$ cat src/rtl/ex_stage.sv
// Execute stage: forward muxes, saturating add/sub, xor, shifts, EX/MEM register and Z/V/N flags.
// Optional packed nibble add on opcode 0111 is enabled by defining EX_PADDSB_EN.
module ex_stage (
  input  logic        clk,
  input  logic        rst,
  input  logic        stall,
  input  logic        flush,
  input  logic        id_valid,
  input  logic [3:0]  id_opcode,
  input  logic [15:0] id_rs_data,
  input  logic [15:0] id_rt_data,
  input  logic [3:0]  id_imm4,
  input  logic [3:0]  id_rd,
  input  logic        id_wr_en,
  input  logic [1:0]  fwd_a_sel,
  input  logic [1:0]  fwd_b_sel,
  input  logic [15:0] mem_fwd_data,
  input  logic [15:0] wb_fwd_data,
  output logic        ex_valid,
  output logic [15:0] ex_result,
  output logic [3:0]  ex_rd,
  output logic        ex_wr_en,
  output logic        ex_illegal,
  output logic        flag_z,
  output logic        flag_v,
  output logic        flag_n
);

  localparam int unsigned DW = 16;

  localparam logic [3:0] OP_ADD    = 4'b0000;
  localparam logic [3:0] OP_SUB    = 4'b0001;
  localparam logic [3:0] OP_XOR    = 4'b0010;
  localparam logic [3:0] OP_SLL    = 4'b0100;
  localparam logic [3:0] OP_SRA    = 4'b0101;
  localparam logic [3:0] OP_ROR    = 4'b0110;
  localparam logic [3:0] OP_PADDSB = 4'b0111;

  logic [DW-1:0] op_a, op_b;
  logic [DW:0]   wide_sum;
  logic          sat_ovf;
  logic [DW-1:0] sat_res;
  logic [DW-1:0] alu_res;
  logic          supported;
  logic          upd_z, upd_vn;

  // Operand forwarding; select 11 falls back to ID/EX data
  always_comb begin
    unique case (fwd_a_sel)
      2'b01:   op_a = mem_fwd_data;
      2'b10:   op_a = wb_fwd_data;
      default: op_a = id_rs_data;
    endcase
    unique case (fwd_b_sel)
      2'b01:   op_b = mem_fwd_data;
      2'b10:   op_b = wb_fwd_data;
      default: op_b = id_rt_data;
    endcase
  end

  // 17-bit signed sum: top two bits disagree exactly when the 16-bit result overflows
  always_comb begin
    if (id_opcode == OP_SUB) wide_sum = {op_a[DW-1], op_a} - {op_b[DW-1], op_b};
    else                     wide_sum = {op_a[DW-1], op_a} + {op_b[DW-1], op_b};
    sat_ovf = wide_sum[DW] ^ wide_sum[DW-1];
    if (sat_ovf) sat_res = wide_sum[DW] ? 16'h8000 : 16'h7FFF;
    else         sat_res = wide_sum[DW-1:0];
  end

`ifdef EX_PADDSB_EN
  logic [DW-1:0] paddsb_res;
  logic [4:0]    nib_sum;

  always_comb begin
    paddsb_res = '0;
    nib_sum    = '0;
    for (int i = 0; i < 4; i++) begin
      nib_sum = {op_a[4*i+3], op_a[4*i +: 4]} + {op_b[4*i+3], op_b[4*i +: 4]};
      if (nib_sum[4] ^ nib_sum[3]) paddsb_res[4*i +: 4] = nib_sum[4] ? 4'h8 : 4'h7;
      else                         paddsb_res[4*i +: 4] = nib_sum[3:0];
    end
  end
`endif

  always_comb begin
    alu_res   = '0;
    supported = 1'b1;
    upd_z     = 1'b0;
    upd_vn    = 1'b0;
    case (id_opcode)
      OP_ADD, OP_SUB: begin
        alu_res = sat_res;
        upd_z   = 1'b1;
        upd_vn  = 1'b1;
      end
      OP_XOR: begin
        alu_res = op_a ^ op_b;
        upd_z   = 1'b1;
      end
      OP_SLL: begin
        alu_res = op_a << id_imm4;
        upd_z   = 1'b1;
      end
      OP_SRA: begin
        alu_res = DW'($signed(op_a) >>> id_imm4);
        upd_z   = 1'b1;
      end
      OP_ROR: begin
        // Shifting left by 16 yields zero, so imm4=0 passes A through
        alu_res = (op_a >> id_imm4) | (op_a << (5'd16 - 5'(id_imm4)));
        upd_z   = 1'b1;
      end
`ifdef EX_PADDSB_EN
      OP_PADDSB: alu_res = paddsb_res;
`endif
      default: supported = 1'b0;
    endcase
  end

  // EX/MEM register and flags: reset > flush > stall > capture
  always_ff @(posedge clk) begin
    if (rst) begin
      ex_valid   <= 1'b0;
      ex_result  <= '0;
      ex_rd      <= '0;
      ex_wr_en   <= 1'b0;
      ex_illegal <= 1'b0;
      flag_z     <= 1'b0;
      flag_v     <= 1'b0;
      flag_n     <= 1'b0;
    end else if (flush || (!stall && !id_valid)) begin
      ex_valid   <= 1'b0;
      ex_result  <= '0;
      ex_rd      <= '0;
      ex_wr_en   <= 1'b0;
      ex_illegal <= 1'b0;
    end else if (!stall) begin
      ex_valid   <= 1'b1;
      ex_result  <= alu_res;
      ex_rd      <= id_rd;
      ex_wr_en   <= id_wr_en & supported;
      ex_illegal <= ~supported;
      if (upd_z) flag_z <= (alu_res == '0);
      if (upd_vn) begin
        flag_v <= sat_ovf;
        flag_n <= sat_res[DW-1];
      end
    end
  end

endmodule

$ cat config.mk
export PLATFORM = sky130hd
export DESIGN_NAME = ex_stage
export DESIGN_NICKNAME = d
export VERILOG_FILES = /design/src/rtl/ex_stage.sv
export SDC_FILE = /design/constraint.sdc
export NUM_CORES = 1
export LEC_CHECK = 0
export CELL_PAD_IN_SITES_DETAIL_PLACEMENT = 0
export CELL_PAD_IN_SITES_GLOBAL_PLACEMENT = 2
export CORE_MARGIN = 1.5
export CORE_UTILIZATION = 33
export CTS_BUF_LIST = sky130_fd_sc_hd__clkbuf_4
export DETAILED_ROUTE_END_ITERATION = 10
export GPL_TIMING_DRIVEN = 0
export PLACE_DENSITY = 0.95
export SYNTH_ARGS = -nofsm -noshare
export SYNTH_HDL_FRONTEND = slang
export SYNTH_SLANG_ARGS = --single-unit
$ cat constraint.sdc
create_clock -name clk -period 10.4 [get_ports clk]
set_input_delay 2.6 -clock clk [delete_from_list [all_inputs] [get_ports clk]]
set_output_delay 2.6 -clock clk [all_outputs]
set_load 0.02 [all_outputs]
---- Word-level counts from Yosys, hierarchy flattened ----
Cells that the tools add are included.
W data, S select, Z words.
storage, ports and cells
  output and inout bits ................... 26
  register bits after elaboration ......... 26
operators by class
  $add $sub $neg .......................... 3
  bitwise operators ....................... 7
  reductions and logical operators ........ 11
  shift-type cells ........................ 4
  eq/ne operators ......................... 9
  mux-type cells .......................... 8
operators by type and width
  kind                   number
  $pmux W16 S5           1
  $pmux W16 S2           2
  $mux W16               2
  $add A16 B16 Y17       1
  $mux W17               1
  $sub A16 B16 Y17       1
  $logic_not A16 Y1      1
  $or A16 B16 Y16        1
  $shl A16 B4 Y16        1
  $shl A16 B5 Y16        1
  $shr A16 B4 Y16        1
  $sshr A16 B4 Y16       1
  $xor A16 B16 Y16       1
  $eq A4 B3 Y1 const B   3
  $reduce_and A3 Y1      2
  $reduce_or A6 Y1       1
  $sub A5 B4 Y5 const A  1
  $eq A2 B1 Y1 const B   2
  $eq A2 B2 Y1 const B   2
  $eq A4 B1 Y1 const B   1
  $eq A4 B2 Y1 const B   1
  $logic_not A4 Y1       1
  $reduce_or A2 Y1       2
  $not A1 Y1             3
  6 further kinds        8

---- Depth between registers and ports, before layout ----
  depth after elaboration ................. 8
  gate-level depth with buffers ........... 23
  gate-level depth less buffers ........... 21

---- Worst setup path before layout ----
Ideal clock, no wire load.
  path type ............................... input-to-reg
  start point ............................. in fwd_b_sel[0]
  end point ............................... reg flag_z
  stages .................................. 23
  buffers on the path ..................... 2
  data required time ...................... 10.312 ns
  library setup time ...................... 0.088 ns
  arrival time ............................ 7.142 ns
  path slack .............................. 3.170 ns
  cells stage by stage .................... inv_1 > ha_1 > buf_4 > clkbuf_1 > a221o_1 > o21ai_0 > ha_1 > nand3_2 > nor3b_4 > a21oi_1 > xor2_1 > ha_1 > a21o_1 > a21o_1 > a21o_1 > nand2_1 > o21ai_0 > a211oi_2 > nor3_1 > or3_1 > nor4_1 > nand4_1 > o32ai_2
between the ends
  longest elaborated chain between the ends .. 8
  elaborated cells between the ends (all ways) .. 12
RTL lines
  item                                                  RTL line  source
  start: declaration                                    16        input logic [1:0] fwd_b_sel,
  $eq A2 B2 Y1 or $eq A2 B1 Y1 (tied branches)          54        unique case (fwd_b_sel)
  $pmux W16 S2 *                                        54
  $add A16 B16 Y17 or $sub A16 B16 Y17 (tied branches)  64, 63
  $mux W17                                              63        if (id_opcode == OP_SUB) wide_sum = {op_a[DW-1], op_a} - {op_b[DW-1], op_b};
  $mux W16 or $xor A1 B1 Y1 (tied branches)             66, 65
  $mux W16                                              66        if (sat_ovf) sat_res = wide_sum[DW] ? 16'h8000 : 16'h7FFF;
  $pmux W16 S5 *                                        90        case (id_opcode)
  $logic_not A16 Y1 *                                   143       if (upd_z) flag_z <= (alu_res == '0);
  end signal: assignment                                143
  end: declaration                                      24        output logic flag_z,
Every way passes the cells marked *; elsewhere a longest branch is shown, timed or not.
A chain may end at the register's enable or synchronous reset.

---- Worst setup path after layout ----
Ends and elaborated chain as after synthesis.

==> impl_metrics.yaml <==
outcome:
  outcome: "complete, no violations"
cts:
  clk_pin_slew_worst_paths_ns: 0.15
  cts_sinks: 26
  cts_max_level: 1
  cts_max_path_buffers: 2
  postCtsHoldBufs: 0
  cts_resized: 0
  cts_setup_buffers: 0
  cts_root_buf: "clkbuf_4"
  cts_buffers: 3
  clock_insertion_delay_worst_skew_ns: 0.33
  cts_tree: "yes"
global_routing:
  antenna_found_initial: 0
  grt_max_degree: 16
  grt_first_pass_wirelength_um: 43100
  grt_use_total: 0.304
  grt_pass1_vias: 7101
  overflow: 0
detailed_routing:
  drt-wirelength-per-cell_um: 24.1
  wl_um: 28300
  drtPass1Iterations: 7
  drc: 0
  avgViaCountPerCell: 6.38
  drt-initial-drc-count: 952
  ant_nets: 0
  via_count: 7507
power_and_ir_drop:
  p_leak_nw: 2.71
  internal_power_uw: 383
  clkPwrFrac: 0.087
  peakVddDrop_v: 0.0000567
  p_sw_frac: 0.523
  power_density_nw_per_um2: 110
  p_switching_uw: 420
  power_frac_seq: 0.130
  pwr-share-comb: 0.783
critical_path:
  crit_path_end_kind: "flip-flop"
  rrSetupSlack_ns: 9.63
  crit_path_start_kind: "primary input"
  crit_required_ns: 10.67
  arrival_ns: 8.53
  path_max_fanout: 10
  path_class: "primary input to flip-flop"
final_layout:
  layout_common_cells: "107 x clkdlybuf4s50_1, 84 x nor2_1, 78 x o21ai_0"
  synthToLayoutAreaGrowth_pct: 23.8
  multiInputGateArea_sq_um: 4980
  fin_nets: 1062
  final_common_cell: "clkdlybuf4s50_1"
  regArea_sq_um: 520
  drive_gt1_frac: 0.0630
  fill_cells: 1867
  num_antenna_cells: 0
  final_util: 0.421
synthesis:
  syn_inst: 841
  ys_seq_elements: 26
  synth_flop_cell: "dfxtp_1"
  syn_area_sq_um: 5920
  syn_area_per_cell_sq_um: 7.04
  synth_edf_count: 0
  syn_nets: 950
  seq_area_frac_synth: 0.0879
  async_flop_share: 0
  synth.distinct_cells: 81
  yosys_warnings: 0
timing:
  slew_violations: 0
  maxSlewHeadroom: 0.136
  setup_tns_ns: 0
  fmax_mhz: 121
  rsz0062_at_grt: "false"
  clock_skew_ns: 0
  post-route-period-util: 0.795
  finalWorstSetupSlack_ns: 2.13
  setup_viol: 0
  fin_crit_ns: 8.27
  finalHoldViolations: 0
  worstMarginPinSlew_ns: 1.29
  holdWs_ns: 0.470
floorplan:
  coreArea_sq_um: 17400
  dieWidth_um: 137
  row_count: 48
  initial_utilization: 0.340
  num_io_pins: 112
  die_h_um: 137
  dieArea_sq_um: 18800
place:
  pre_cts_ws_ns: 1.83
  port_buffers: 107
  gp_congestion: 1.02
  dp_hpwl_um: 23100
flow_run:
  cap_violations: 0
min_path:
  hold_class: "flip-flop to flip-flop"
-- critical path, cell delays in order --
cell and delay [ns]:
clkdlybuf4s50_1 0.49, inv_1 0.05, ha_1 0.28, buf_4 0.17
clkbuf_1 0.24, a221o_1 0.31, o21ai_0 0.23, ha_1 0.29
nand3_2 0.13, nor3b_4 0.29, a21oi_1 0.12, xor2_1 0.18
ha_1 0.42, a21o_1 0.20, a21o_1 0.19, a21o_1 0.19
nand2_1 0.06, o21ai_0 0.09, a211oi_2 0.59, nor3_1 0.24
or3_1 0.45, nor4_1 0.33, nand4_1 0.17, o32ai_2 0.21
-- path summary, 6_finish.rpt --
| kind | start | end | cells past startpoint |
|---|---|---|---|
| worst max-delay path | fwd_b_sel[0] | flag_z$_SDFFE_PP0P_ | 24 |
| worst min-delay path | ex_valid$_SDFFE_PP0N_ | ex_valid$_SDFFE_PP0N_ | 2 |
| worst max register to register | flag_v$_SDFFE_PP0P_ | flag_v$_SDFFE_PP0P_ | 2 |
| worst min register to register | ex_valid$_SDFFE_PP0N_ | ex_valid$_SDFFE_PP0N_ | 2 |
-- cell type report --
| cell class | instances | area share |
|---|---|---|
| Tap cell | 225 | 0.0384 |
| Clock buffer | 3 | 0.00307 |
| Buffer | 69 | 0.0408 |
| Sequential cell | 26 | 0.0710 |
| Multi-Input combinational cell | 712 | 0.679 |
| Clock inverter | 1 | 0.00410 |
| Timing Repair Buffer | 107 | 0.146 |
| Inverter | 34 | 0.0174 |
-- through the flow --
stage | instance area [sq um] | power (mW) | instances
3_5_place_dp | 7280 | 0.718 | 1173
2_1_floorplan | 5920 | 0.516 | 841
3_3_place_gp | 7270 | 0.724 | 1173
4_1_cts | 7330 | 0.788 | 1177
6_report | 7330 | 0.803 | 1177
5_1_grt | 7330 | 0.853 | 1177
-- logic make-up after synthesis --
kind of cell / count (synthesis) / synth area share
multiplexers: 56 / 0.131
flip-flops: 26 / 0.0879
XOR/XNOR: 44 / 0.0676
buffers and inverters: 103 / 0.0721
adder cells (fa/ha/maj): 28 / 0.0583
AND/OR/NAND/NOR: 270 / 0.219
AO/OA/AOI/OAI: 314 / 0.364
-- power by group through the flow --
stage                     clock, mW  combinational, mW  sequential, mW
after detailed placement          0              0.611           0.106
final                        0.0701              0.629           0.104
after global routing         0.0741              0.674           0.105
after CTS                    0.0705              0.614           0.104
after floorplan                   0              0.406           0.110
after global placement            0              0.618           0.106
-- cells in the mapped netlist, types with 5 or more instances --
master	instances	area, sq um
mux2i_1	37	370
nand3_1	30	150
buf_1	8	30.0
nor2b_1	6	37.5
mux4_2	17	383
nand4_1	5	31.3
xor2_1	19	166
o21ai_0	78	390
a22o_1	6	52.6
nand2b_1	14	87.6
nor3_1	18	90.1
a31oi_1	9	56.3
nor4_1	6	37.5
ha_1	22	275
a211oi_1	13	97.6
o21a_1	9	67.6
xnor2_1	24	210
a221o_1	28	280
inv_1	28	105
o21ai_1	11	55.1
a21oi_1	52	260
clkbuf_1	48	180
a22oi_1	7	52.6
and2_1	7	43.8
buf_2	7	35.0
o211ai_1	16	120
maj3_1	5	50.1
or3_1	6	37.5
a311oi_1	6	52.6
o22ai_1	13	81.3
a21o_1	10	75.1
a221oi_1	6	52.6
dfxtp_1	26	521
nor2_1	84	315
nand2_1	71	267
-- registers in the layout (all words and copies together), names as in the netlist --
| register | count |
|---|---|
| flag_n | 1 |
| flag_v | 1 |
| ex_rd | 4 |
| ex_wr_en | 1 |
| flag_z | 1 |
| ex_valid | 1 |
| ex_illegal | 1 |
| ex_result | 16 |
-- per-layer routing --
layer / track usage / share of wire / up-vias
li1: - / - / 3417
met1: 0.417 / 0.43 / 3456
met2: 0.471 / 0.43 / 527
met3: 0.0400 / 0.092 / 107
met4: 0.140 / 0.055 / 0
met5: 0 / 0 / -
No activity file was read; power rests on OpenSTA's default activity.
